File: config.mk
export PLATFORM = sky130hd
export DESIGN_NAME = ram_arbiter_flat
export DESIGN_NICKNAME = d
export VERILOG_FILES = /design/src/rtl/mc14500_pkg.sv /design/src/rtl/ram_arbiter_if.sv /design/src/rtl/ram_arb_strobe_timer.sv /design/src/rtl/ram_arbiter.sv /design/src/flat_wrapper.sv
export SDC_FILE = /design/constraint.sdc
export NUM_CORES = 1
export LEC_CHECK = 0
export ABC_AREA = 0
export BUFFER_PORTS_ARGS = -buffer_cell sky130_fd_sc_hd__buf_2
export CORE_MARGIN = 5
export CORE_UTILIZATION = 45
export CTS_BUF_LIST = sky130_fd_sc_hd__clkbuf_4
export CTS_CLUSTER_SIZE = 8
export DETAILED_ROUTE_END_ITERATION = 8
export PLACE_DENSITY_LB_ADDON = 0.12
export SYNTH_ARGS = -nofsm -noshare
export SYNTH_HDL_FRONTEND = slang
export SYNTH_SLANG_ARGS = --single-unit
File: constraint.sdc
create_clock -name clk -period 7.2 [get_ports clk]
set_clock_uncertainty 0.05 [all_clocks]
set_input_delay 1.44 -clock clk [delete_from_list [all_inputs] [get_ports clk]]
set_output_delay 1.44 -clock clk [all_outputs]
set_load 0.01 [all_outputs]
File: src/rtl/mc14500_pkg.sv
// rtl/mc14500_pkg.sv - shared widths and arbiter state encoding for the MC14500 RAM path
package mc14500_pkg;
    localparam int RAM_AW = 11;
    localparam int RAM_DW = 8;
    localparam int CPU_AW = 8;

    typedef enum logic [2:0] {
        IDLE,
        CPU,
        H_SETUP,
        H_STROBE,
        H_HOLD
    } state_t;
endpackage

File: src/rtl/ram_arbiter_if.sv
// rtl/ram_arbiter_if.sv - host loader/debug port handshake bundle
interface ram_arbiter_if;
    import mc14500_pkg::*;

    logic              host_req;
    logic              host_we;
    logic [RAM_AW-1:0] host_addr;
    logic [RAM_DW-1:0] host_wdata;
    logic              host_ack;
    logic [RAM_DW-1:0] host_rdata;
    logic              host_starve;

    modport master (
        output host_req, host_we, host_addr, host_wdata,
        input  host_ack, host_rdata, host_starve
    );

    modport slave (
        input  host_req, host_we, host_addr, host_wdata,
        output host_ack, host_rdata, host_starve
    );
endinterface

File: src/rtl/ram_arb_strobe_timer.sv
// rtl/ram_arb_strobe_timer.sv - loadable down-counter flagging the last host strobe cycle
module ram_arb_strobe_timer #(
    parameter int STROBE_CYCLES = 2
) (
    input  logic clk,
    input  logic rst,
    input  logic load,
    input  logic clear,
    input  logic dec,
    output logic last
);
    logic [3:0] cnt;

    always_ff @(posedge clk or posedge rst) begin
        if (rst) begin
            cnt <= '0;
        end else if (clear) begin
            cnt <= '0;
        end else if (load) begin
            cnt <= 4'(STROBE_CYCLES - 1);
        end else if (dec && cnt != 4'd0) begin
            cnt <= cnt - 4'd1;
        end
    end

    assign last = (cnt == 4'd0);
endmodule

File: src/rtl/ram_arbiter.sv
// rtl/ram_arbiter.sv - 6116 SRAM arbiter: zero-latency CPU override, host cycles in idle gaps
module ram_arbiter
    import mc14500_pkg::*;
#(
    parameter int STROBE_CYCLES = 2,
    parameter int RETRY_MAX     = 15
) (
    input  logic              clk,
    input  logic              rst,
    input  logic [CPU_AW-1:0] cpu_addr,
    input  logic [RAM_DW-1:0] cpu_wdata,
    input  logic              cpu_rd,
    input  logic              cpu_wr,
    output logic [RAM_DW-1:0] cpu_rdata,
    ram_arbiter_if.slave      host,
    output logic [RAM_AW-1:0] ram_addr,
    output logic [RAM_DW-1:0] ram_wdata,
    output logic              ram_data_oe,
    input  logic [RAM_DW-1:0] ram_rdata,
    output logic              ram_cs_b,
    output logic              ram_we_b,
    output logic              ram_oe_b
);
    localparam int RW = $clog2(RETRY_MAX + 1);

    state_t            state, state_next;
    logic              cpu_act, strobe_last, load, abort, accept;
    logic              pending, lat_we;
    logic [RAM_AW-1:0] lat_addr;
    logic [RAM_DW-1:0] lat_wdata;
    logic [RW-1:0]     retry_cnt, retry_next;

    assign cpu_act   = cpu_rd | cpu_wr;
    assign cpu_rdata = ram_rdata;

    ram_arb_strobe_timer #(.STROBE_CYCLES(STROBE_CYCLES)) u_timer (
        .clk   (clk),
        .rst   (rst),
        .load  (load),
        .clear (abort),
        .dec   (state == H_STROBE),
        .last  (strobe_last)
    );

    always_ff @(posedge clk or posedge rst) begin
        if (rst) begin
            state            <= IDLE;
            pending          <= 1'b0;
            lat_we           <= 1'b0;
            lat_addr         <= '0;
            lat_wdata        <= '0;
            retry_cnt        <= '0;
            host.host_starve <= 1'b0;
            host.host_ack    <= 1'b0;
            host.host_rdata  <= '0;
        end else begin
            state            <= state_next;
            retry_cnt        <= retry_next;
            host.host_starve <= (retry_next == RW'(RETRY_MAX));
            host.host_ack    <= (state_next == H_HOLD);
            if (accept) begin
                pending   <= 1'b1;
                lat_we    <= host.host_we;
                lat_addr  <= host.host_addr;
                lat_wdata <= host.host_wdata;
            end else if (state == H_HOLD) begin
                pending <= 1'b0;
            end
            // Capture only on an unpreempted final strobe; otherwise the bus carries CPU data.
            if (state == H_STROBE && strobe_last && !cpu_act && !lat_we) begin
                host.host_rdata <= ram_rdata;
            end
        end
    end

    always_comb begin
        state_next = state;
        load       = 1'b0;
        abort      = 1'b0;
        accept     = 1'b0;
        case (state)
            IDLE: begin
                if (cpu_act) begin
                    state_next = CPU;
                end else if (pending) begin
                    state_next = H_SETUP;
                end else if (host.host_req) begin
                    accept     = 1'b1;
                    state_next = H_SETUP;
                end
            end
            CPU: begin
                if (!cpu_act) state_next = IDLE;
            end
            H_SETUP: begin
                if (cpu_act) begin
                    abort      = 1'b1;
                    state_next = CPU;
                end else begin
                    load       = 1'b1;
                    state_next = H_STROBE;
                end
            end
            H_STROBE: begin
                if (cpu_act) begin
                    abort      = 1'b1;
                    state_next = CPU;
                end else if (strobe_last) begin
                    state_next = H_HOLD;
                end
            end
            H_HOLD:  state_next = cpu_act ? CPU : IDLE;
            default: state_next = IDLE;
        endcase
    end

    always_comb begin
        retry_next = retry_cnt;
        if (state == H_HOLD) begin
            retry_next = '0;
        end else if (abort && retry_cnt != RW'(RETRY_MAX)) begin
            retry_next = retry_cnt + RW'(1);
        end
    end

    // CPU override bypasses the state register so it takes effect in the cycle it appears.
    always_comb begin
        ram_cs_b    = 1'b1;
        ram_we_b    = 1'b1;
        ram_oe_b    = 1'b1;
        ram_data_oe = 1'b0;
        ram_addr    = '0;
        ram_wdata   = '0;
        if (!rst) begin
            if (cpu_act) begin
                ram_addr    = {{(RAM_AW - CPU_AW){1'b0}}, cpu_addr};
                ram_wdata   = cpu_wdata;
                ram_cs_b    = 1'b0;
                ram_we_b    = ~cpu_wr;
                ram_oe_b    = ~(cpu_rd & ~cpu_wr);
                ram_data_oe = cpu_wr;
            end else if (state inside {H_SETUP, H_STROBE, H_HOLD}) begin
                ram_addr    = lat_addr;
                ram_wdata   = lat_wdata;
                ram_cs_b    = 1'b0;
                ram_data_oe = lat_we;
                if (state == H_STROBE) begin
                    ram_we_b = ~lat_we;
                    ram_oe_b = lat_we;
                end
            end
        end
    end
endmodule

File: src/flat_wrapper.sv
// flat-port wrapper written by rule: the top's interface ports become plain ports
module ram_arbiter_flat import mc14500_pkg::*;
#(
    parameter int STROBE_CYCLES = 2,
    parameter int RETRY_MAX     = 15
)
  (clk, rst, cpu_addr, cpu_wdata, cpu_rd, cpu_wr, cpu_rdata, ram_addr, ram_wdata, ram_data_oe, ram_rdata, ram_cs_b, ram_we_b, ram_oe_b, host_host_req, host_host_we, host_host_addr, host_host_wdata, host_host_ack, host_host_rdata, host_host_starve);
  ram_arbiter_if host_i ();
  input  logic clk;
  input  logic rst;
  input  logic [CPU_AW-1:0] cpu_addr;
  input  logic [RAM_DW-1:0] cpu_wdata;
  input  logic cpu_rd;
  input  logic cpu_wr;
  output logic [RAM_DW-1:0] cpu_rdata;
  output logic [RAM_AW-1:0] ram_addr;
  output logic [RAM_DW-1:0] ram_wdata;
  output logic ram_data_oe;
  input  logic [RAM_DW-1:0] ram_rdata;
  output logic ram_cs_b;
  output logic ram_we_b;
  output logic ram_oe_b;
  input wire logic [$bits(host_i.host_req)-1:0] host_host_req;
  input wire logic [$bits(host_i.host_we)-1:0] host_host_we;
  input wire logic [$bits(host_i.host_addr)-1:0] host_host_addr;
  input wire logic [$bits(host_i.host_wdata)-1:0] host_host_wdata;
  output wire logic [$bits(host_i.host_ack)-1:0] host_host_ack;
  output wire logic [$bits(host_i.host_rdata)-1:0] host_host_rdata;
  output wire logic [$bits(host_i.host_starve)-1:0] host_host_starve;
  assign host_i.host_req = host_host_req;
  assign host_i.host_we = host_host_we;
  assign host_i.host_addr = host_host_addr;
  assign host_i.host_wdata = host_host_wdata;
  assign host_host_ack = host_i.host_ack;
  assign host_host_rdata = host_i.host_rdata;
  assign host_host_starve = host_i.host_starve;
  ram_arbiter #(.STROBE_CYCLES(STROBE_CYCLES), .RETRY_MAX(RETRY_MAX)) u_core (.clk(clk), .rst(rst), .cpu_addr(cpu_addr), .cpu_wdata(cpu_wdata), .cpu_rd(cpu_rd), .cpu_wr(cpu_wr), .cpu_rdata(cpu_rdata), .host(host_i), .ram_addr(ram_addr), .ram_wdata(ram_wdata), .ram_data_oe(ram_data_oe), .ram_rdata(ram_rdata), .ram_cs_b(ram_cs_b), .ram_we_b(ram_we_b), .ram_oe_b(ram_oe_b));
endmodule
==> results.md, run 1 <==
- Area Growth Syn to Fin: 22.5%
- Post-layout min period: 4.68 ns
- Final Cell Area: 0.00276 mm²
- WL met3: 361 µm
- WHS: 0.461 ns
- Post-synth EDFFs: 0
- Reg area: 0.00105 mm²
- WS Path Type: input pin to primary output
- Post-synth cell types: 42
- R2r setup slk: 4.89 ns
- Max-cap violations: 0
- GRT Total Usage: 16.8%
- Static Leak: 1.41 nW
- Unrepaired setup endpoints after global routing: no
- Largest net degree at the start of global routing: 45
- Async SR Flop Fraction: 100%
- Post-CTS Resized: 0
- Tcrit/Tclk final: 65.0%
- Area post-placement: 0.00265 mm²
- First-pass DRT Iterations: 4
- Die X: 80.7 µm
- Synth Flop Type: dfrtp_1
- Area contributors post-synth: dfrtp_1 (47%), mux2_2 (14%), a22oi_2 (5.6%), buf_4 (3.3%), nor2_1 (2.8%)
- HPWL Detailed: 3.64 mm
- IO Port Bufs: 89
- #FFs+latches synth: 42
- DIE AREA: 0.00651 mm²
- H-tree Lvls: 2
- Hold Crit Class: register to register
- Routed len/inst: 14.1 µm
- CTS Buf Count: 5
- Yosys warnings: 0
- Status: finished clean
- Met1 wire length: 2.08 mm
- Finished Layout Cells: 343
- Highest Signal Layer: met4
- Drt total wl: 4.85 mm
- Fin. Hold Viols: 0
- Critical Path End Type: primary output
- Starting DRT DRC Count: 53
- Synthesized instance count: 195
- Syn_area_per_cell: 11.5 µm²
- CTS tree: done
- Most frequent cells in the layout: buf_2 (89), dfrtp_1 (42), mux2_2 (28)
- Number of vias per cell: 5.03
- Max Buffers Root-to-Sink: 2
- Synth Net Count: 246
- Top cell type's share of synthesized area: 46.7%
- Post-Place Setup Slack: 2.49 ns
- Leading area contributor after synthesis: dfrtp_1
- Vias in the first global route: 1827
- First-pass GRT wire length: 8.49 mm
- Row Count: 25
- Clock Latency Late Sink: 0.35 ns
- DR DRC count: 0
- Routability Congestion: 0.735
- Met2 WL: 2.36 mm
- Via Count: 1724
- Initial antenna violation count: 0
- Fin. max-slew vios: 0
- WP data required: 5.71 ns
- Clock sink total: 42
- Boundary Pins: 90
- Antenna-violating nets left: 0
- Slew margin rel.: 27.1%
- Share of cells above drive strength 1: 55.1%
- Cell area after synthesis: 0.00225 mm²
- Commonest non-fill, non-tap cell in the layout: buf_2
- Sequential-to-total area share from yosys stat: 46.7%
- Fin nets: 326
- Initial Utilization: 47.0%
- Post-CTS setup buffers: 0
- Worst Tran Pin Value: 1.09 ns
- Clock slew at reported path FFs: 0.12 ns
- ANT cells: 0
- Chip Height: 80.7 µm
- Power, Total: 0.659 mW
- DP Cell Count: 335
- Layout Utilization: 57.6%
- Pwr Density: 239 mW/mm²
- Core region area: 0.00479 mm²
- Worst setup margin: 2.52 ns
- Hold_buf cts: 0
- Fmax: 0.214 GHz
- Root buffer cell: clkbuf_4
- Crit Path Max Fanout: 20
- GR Overflow Total: 0
- Critical path arrival: 3.19 ns
- Fill cells: 409
- Setup TNS: 0 ns
- Worst VDD drop: 0.133 mV
- Multi-input gate area: 0.00105 mm²
- Critical Path Source Type: input pin
- Final setup vio count: 0
[layout make-up]
type                    count  share of cell area [%]
clock inverters             3                    2.32
inverters                   4                   0.545
multi-input cells         132                    38.1
clock buffers               5                    1.36
flip-flops and latches     42                    38.1
repair buffers             90                    16.4
well taps                  67                    3.04
[registers in the layout, indices dropped and copies added, names as in the netlist, 3 cells and up]
name                    cells
u_core.host.host_rdata      8
u_core.lat_addr            11
u_core.lat_wdata            8
u_core.retry_cnt            4
u_core.state                3
u_core.u_timer.cnt          4
[critical path, cell delays in order]
cell and delay (ns):
buf_2 0.13, or2_1 0.55, a21oi_4 0.62, a22oi_1 0.16, nor2_1 0.14, buf_2 0.14
[logic make-up after synthesis]
logic type / after synthesis / share of synthesized area [%]
flip-flops: 42 / 46.7
multiplexers: 30 / 14.9
XOR/XNOR: 2 / 0.779
AND/OR/NAND/NOR: 60 / 15.1
buffers and inverters: 21 / 6.51
adder cells (fa/ha/maj): 2 / 1.11
AO/OA/AOI/OAI: 38 / 14.8
[synthesized netlist by cell type (2+ instances only)]
master and n:
mux2_2 28, a22oi_2 10, nor2b_1 3, o21ai_0 7, nor3_1 2, xnor2_1 2
or3b_2 2, ha_1 2, nor2_1 17, buf_2 3, nand2b_1 3, o31ai_1 2
dfrtp_1 42, nand2_1 7, inv_1 4, a221oi_1 2, a21oi_1 3, buf_6 2
nor2_2 10, a22oi_1 6, and3_1 5, nand3_1 3, buf_4 10, mux2i_1 2
[report_power, final]
group	leakage (nW)	switching, mW	internal (mW)
registers	0.557	0.0363	0.281
clock network	0.0528	0.0774	0.107
logic	0.797	0.0746	0.0821
total	1.41	0.188	0.470
[path summary, 6_finish.rpt]
check | startpoint | to | depth (start not counted)
worst max-delay path | cpu_wr | ram_addr[0] | 6
worst min-delay path | u_core.pending$_DFFE_PP0P_ | u_core.pending$_DFFE_PP0P_ | 2
worst min register to register | u_core.pending$_DFFE_PP0P_ | u_core.pending$_DFFE_PP0P_ | 2
max in group asynchronous | rst | u_core.u_timer.cnt[3]$_DFFE_PP0P_ | 3
min in group asynchronous | rst | u_core.retry_cnt[1]$_DFF_PP0_ | 3
worst max register to register | u_core.state[0]$_DFF_PP0_ | u_core.lat_addr[4]$_DFFE_PP0P_ | 3
[per-layer routing]
metal / vias up / GRT usage, %
met5: - / 0
met4: 0 / 4.05
met3: 6 / 5.38
met2: 56 / 26.7
met1: 805 / 22.1
li1: 857 / -
No activity file was read; power rests on OpenSTA's default activity.
==> inputs of run 2 (changes only) <==
==> constraint.sdc (replaced) <==
create_clock -name clk -period 3.85 [get_ports clk]
set_clock_uncertainty 0.05 [all_clocks]
set_input_delay 0.77 -clock clk [delete_from_list [all_inputs] [get_ports clk]]
set_output_delay 0.77 -clock clk [all_outputs]
set_load 0.01 [all_outputs]
==> results.md, run 2 (synthesis results as in run 1) <==
- CTS tree: done
- GR Overflow Total: 0 (unchanged)
- Critical Path End: ram_addr[4]
- Routability Congestion: 0.740 (+0.68%)
- Hold Crit Class: input pin to asynchronous set/reset pin
- DR DRC count: 0 (unchanged)
- Row Count: 25 (unchanged)
- IO Port Bufs: 89 (unchanged)
- Met2 GRT Util: 24.8% (-1.8 points)
- Critical Path End Type: primary output
- GR peak layer: met2
- CTS Buf Count: 5 (unchanged)
- First-pass DRT Iterations: 4 (unchanged)
- Clock Latency Late Sink: 0.34 ns (about the same)
- Largest reg by FF count: u_core.lat_addr
- Fin. Hold Viols: 0 (unchanged)
- Initial Utilization: 47.0% (unchanged)
- Critical Path Start: u_core.state[0]$_DFF_PP0_
- Worst Tran Pin Value: 0.627 ns (-0.461 ns)
- Tcrit/Tclk final: 80.0%
- Reg area: 0.00105 mm² (unchanged)
- First-pass GRT wire length: 8.45 mm (-0.49%)
- ANT cells: 0 (unchanged)
- Max Buffers Root-to-Sink: 2 (unchanged)
- Fin. max-slew vios: 0 (unchanged)
- Initial antenna violation count: 0 (unchanged)
- Post-CTS Resized: 0 (unchanged)
- Most frequent cells in the layout: buf_2 (89), dfrtp_1 (42), mux2_2 (28)
- Commonest non-fill, non-tap cell in the layout: buf_2
- HPWL Detailed: 3.88 mm (+6.5%)
- Final setup vio count: 0 (unchanged)
- GRT Total Usage: 16.7% (-0.055 points)
- Boundary Pins: 90 (unchanged)
- Root buffer cell: clkbuf_4
- Power, Total: 1.10 mW (+68%)
- M1 GR Usage: 23.7% (+1.6 points)
- Drt total wl: 5.05 mm (+4.2%)
- Number of vias per cell: 5.00 (-0.46%)
- Hold_buf cts: 0 (unchanged)
- Pwr Density: 402 mW/mm² (+68%)
- DIE AREA: 0.00651 mm² (unchanged)
- Critical path arrival: 2.26 ns (-0.93 ns)
- M3 GR Usage: 4.48% (-0.90 points)
- Crit Path Max Fanout: 19 (-5.0%)
- RR Endpoint: u_core.lat_addr[3]$_DFFE_PP0P_
- Static Leak: 1.41 nW (+0.21%)
- Max-cap violations: 0 (unchanged)
- Setup TNS: 0 ns (unchanged)
- Unrepaired setup endpoints after global routing: no
- Antenna-violating nets left: 0 (unchanged)
- H-tree Lvls: 2 (unchanged)
- Post-layout min period: 3.08 ns
- Vias in the first global route: 1796 (-1.7%)
- Routed len/inst: 14.5 µm (+2.7%)
- Chip Height: 80.7 µm (unchanged)
- Worst reg2reg path depth: 4 (+1)
- Core region area: 0.00479 mm² (unchanged)
- Worst VDD drop: 0.220 mV (+66%)
- Share of cells above drive strength 1: 55.9% (+0.80 points)
- Post-CTS setup buffers: 0 (unchanged)
- Critical Path Source Type: register
- Die X: 80.7 µm (unchanged)
- Largest net degree at the start of global routing: 33 (-27%)
- Max reg flops: 11 (unchanged)
- Area Growth Syn to Fin: 22.1%
- WP data required: 3.03 ns (-2.68 ns)
- Fin nets: 331 (+1.5%)
- Fmax: 0.325 GHz
- Slew margin rel.: 58.0% (+31 points)
- Status: finished clean
- Via Count: 1741 (+0.99%)
- Fill cells: 413 (+0.98%)
- WS Path Type: register to primary output
- Reg-to-Reg Start: u_core.state[0]$_DFF_PP0_
- WHS: 0.269 ns (-0.192 ns)
- Top Registers: u_core.lat_addr (11), u_core.host.host_rdata (8), u_core.lat_wdata (8)
- R2r setup slk: 1.78 ns (-3.11 ns)
- Clock sink total: 42 (unchanged)
- Clock slew at reported path FFs: 0.12 ns (about the same)
- Multi-input gate area: 0.00105 mm² (unchanged)
- Starting DRT DRC Count: 107 (+100%)
run 2: cell types whose count changed in the layout (fill, tap and decap cells not counted):
cell,previous run,this run
clkinv_2,0,1
buf_4,1,6
bufinv_16,2,0
clkbuf_4,5,6
run 2: cell type report:
| cell class | count | share of cell area, % |
|---|---|---|
| Clock buffer | 6 | 1.64 |
| Clock inverter | 2 | 0.319 |
| Sequential cell | 42 | 38.3 |
| Inverter | 4 | 0.547 |
| Multi-Input combinational cell | 132 | 38.3 |
| Timing Repair Buffer | 95 | 17.9 |
| Tap cell | 67 | 3.05 |
run 2: worst min-delay path by stage:
stage / from / end / slack, ns / cells after the start
after CTS: rst / u_core.lat_addr[9]$_DFFE_PP0P_ / 0.26 / 2
after floorplan: u_core.pending$_DFFE_PP0P_ / u_core.pending$_DFFE_PP0P_ / 0.41 / 2
after detailed placement: u_core.pending$_DFFE_PP0P_ / u_core.pending$_DFFE_PP0P_ / 0.43 / 2
after global routing: rst / u_core.host.host_rdata[1]$_DFFE_PP0P_ / 0.26 / 2
after global placement: u_core.pending$_DFFE_PP0P_ / u_core.pending$_DFFE_PP0P_ / 0.43 / 2
final: rst / u_core.lat_addr[2]$_DFFE_PP0P_ / 0.27 / 2
run 2: power by group:
| group | internal, mW | total, mW | switching, mW | leakage [nW] |
|---|---|---|---|---|
| Combinational | 0.157 | 0.299 | 0.142 | 0.819 |
| Sequential | 0.526 | 0.595 | 0.0690 | 0.557 |
| Clock | 0.0758 | 0.211 | 0.135 | 0.0331 |
run 2: metrics by stage:
stage	area [µm²]	setup WS (ns)	utilization, %	instances
after floorplan	2250	0.766	-	195
after global placement	2690	0.828	56.2	340
after detailed placement	2690	0.809	56.2	340
after CTS	2750	0.768	57.4	348
after global routing	2750	0.591	57.4	348
final	2750	0.772	57.4	348
run 2: worst max-delay path, stage by stage (launching register included):
cell and delay (ns):
dfrtp_1 0.50, or3b_4 0.48, a21oi_4 0.53, a22oi_1 0.13, nor2_1 0.13, buf_2 0.14
run 2: routing by layer:
metal,vias to the layer above,wire length (µm)
li1,862,-
met1,822,2390
met2,52,2280
met3,5,340
met4,0,40
met5,-,0
==> inputs of run 3 (changes only) <==
==> constraint.sdc (replaced) <==
create_clock -name clk -period 3 [get_ports clk]
set_clock_uncertainty 0.05 [all_clocks]
set_input_delay 0.6 -clock clk [delete_from_list [all_inputs] [get_ports clk]]
set_output_delay 0.6 -clock clk [all_outputs]
set_load 0.01 [all_outputs]
==> results.md, run 3 (synthesis results as in run 1) <==
- Status: finished clean
- Max Buffers Root-to-Sink: 2 (unchanged)
- CP max-delay cell: dfrtp_1
- Tcrit/Tclk final: 89.1%
- Root buffer cell: clkbuf_4
- Chip Height: 80.7 µm (unchanged)
- Highest Signal Layer: met4
- ANT cells: 0 (unchanged)
- Post-layout min period: 2.67 ns
- Clock slew at reported path FFs: 0.14 ns (+0.02 ns)
- HPWL Detailed: 4.03 mm (+4.1%)
- Top Registers: u_core.lat_addr (11), u_core.host.host_rdata (8), u_core.lat_wdata (8)
- Worst Tran Pin Value: 0.558 ns (-0.0684 ns)
- WHS: 0.0964 ns (-0.172 ns)
- Hold Crit Class: input pin to asynchronous set/reset pin
- DP Cell Count: 343 (+0.88%)
- Worst setup margin: 0.327 ns (-0.445 ns)
- Largest reg by FF count: u_core.lat_addr
- Post-Place Setup Slack: 0.498 ns (-0.311 ns)
- DIE AREA: 0.00651 mm² (unchanged)
- DR DRC count: 0 (unchanged)
- CP bufs+invs: 2 (+1)
- Reg-to-Reg Start: u_core.u_timer.cnt[0]$_DFFE_PP0P_
- First-pass GRT wire length: 8.63 mm (+2.1%)
- Met2 WL: 2.50 mm (+9.6%)
- Routed len/inst: 14.9 µm (+2.9%)
- Boundary Pins: 90 (unchanged)
- First-pass DRT Iterations: 4 (unchanged)
- Setup TNS: 0 ns (unchanged)
- Fill cells: 436 (+5.6%)
- Via Count: 1785 (+2.5%)
- Critical Path End Type: primary output
- Area Growth Syn to Fin: 25.8%
- Fmax: 0.374 GHz
- Initial antenna violation count: 0 (unchanged)
- Max reg flops: 11 (unchanged)
- Commonest non-fill, non-tap cell in the layout: buf_2
- R2r setup slk: 0.91 ns (-0.87 ns)
- WS Path Type: register to primary output
- Antenna-violating nets left: 0 (unchanged)
- GRT Total Usage: 17.6% (+0.87 points)
- Final setup vio count: 0 (unchanged)
- Die X: 80.7 µm (unchanged)
- Slew margin rel.: 62.7% (+4.7 points)
- Max-cap violations: 0 (unchanged)
- Clock Latency Late Sink: 0.36 ns (+0.02 ns)
- Family with the most delay on the worst path: simple AND/OR/NAND/NOR gates
- Power, Total: 1.61 mW (+46%)
- Share of cells above drive strength 1: 56.8% (+0.97 points)
- Post-CTS Resized: 0 (unchanged)
- Critical Path Start: u_core.state[2]$_DFF_PP0_
- Fin. max-slew vios: 0 (unchanged)
- Pwr Density: 569 mW/mm² (+41%)
- Critical Path Source Type: register
- Routability Congestion: 0.786 (+6.2%)
- Critical path arrival: 2.02 ns (-0.24 ns)
- Unrepaired setup endpoints after global routing: no
- Worst-path cell chain: nand2b_1, a21oi_4, buf_4, a22oi_2, nor2_2, buf_2
- Clock sink total: 42 (unchanged)
- Worst VDD drop: 0.337 mV (+53%)
- Met1 wire length: 2.27 mm (-4.9%)
- Core region area: 0.00479 mm² (unchanged)
- WP data required: 2.35 ns (-0.68 ns)
- Crit-path max cell delay: 0.47 ns (-0.06 ns)
- Area post-placement: 0.00271 mm² (+0.84%)
- H-tree Lvls: 2 (unchanged)
- GR Overflow Total: 0 (unchanged)
- Initial Utilization: 47.0% (unchanged)
- Crit Path Max Fanout: 10 (-9)
- Fin nets: 335 (+1.2%)
- Layout Utilization: 59.1% (+1.7 points)
- IO Port Bufs: 89 (unchanged)
- Static Leak: 1.45 nW (+3.1%)
- Row Count: 25 (unchanged)
- Largest net degree at the start of global routing: 22 (-33%)
- CTS Buf Count: 5 (unchanged)
- CTS tree: done
- WL met3: 426 µm (+25%)
- Final Cell Area: 0.00283 mm² (+3.0%)
- Fin. Hold Viols: 0 (unchanged)
- Finished Layout Cells: 352 (+1.1%)
- Starting DRT DRC Count: 109 (+1.9%)
- Vias in the first global route: 1773 (-1.3%)
- Number of vias per cell: 5.07 (+1.4%)
- Drt total wl: 5.26 mm (+4.1%)
- Most frequent cells in the layout: buf_2 (89), dfrtp_1 (42), mux2_2 (28)
## run 3: cell types whose count changed in the layout (fill, tap and decap cells not counted)
| cell | delta |
|---|---|
| buf_4 | +4 |
| bufinv_16 | +2 |
| clkbuf_4 | -1 |
| clkinv_1 | -1 |
| clkinv_2 | -1 |
| clkinv_4 | +1 |
## run 3: final timing paths
check / end / depth (start not counted)
max in group asynchronous: u_core.lat_wdata[4]$_DFFE_PP0P_ / 3
worst min-delay path: u_core.host.host_rdata[1]$_DFFE_PP0P_ / 2
worst min register to register: u_core.pending$_DFFE_PP0P_ / 2
min in group clk: u_core.lat_addr[4]$_DFFE_PP0P_ / 2
worst max register to register: u_core.host.host_rdata[7]$_DFFE_PP0P_ / 5
worst max-delay path: ram_wdata[1] / 6
## run 3: what timing repair did
item	in CTS	in global routing
setup endpoints to repair	0	1
buffers inserted	0	1
hold buffers	0	0
## run 3: layer usage
layer / vias to the layer above / global-route usage [%]
li1: 872 / -
met1: 853 / 22.4
met2: 55 / 27.6
met3: 5 / 6.84
met4: 0 / 5.07
met5: - / 0
## run 3: report_power, final
part           total, mW  leakage [nW]  internal, mW  switching (mW)
logic              0.384         0.840         0.203           0.181
clock network      0.461        0.0554         0.261           0.200
registers          0.763         0.557         0.675          0.0880
## run 3: area by class of cell
cell class                 instances  area (µm²)  area share, %
multi-input combinational        132        1050           37.2
timing repair buffer              99         520           18.4
clock buffer                       5        37.5           1.33
clock inverter                     3        68.8           2.43
tap                               67        83.8           2.96
sequential                        42        1050           37.2
inverter                           4        15.0          0.531
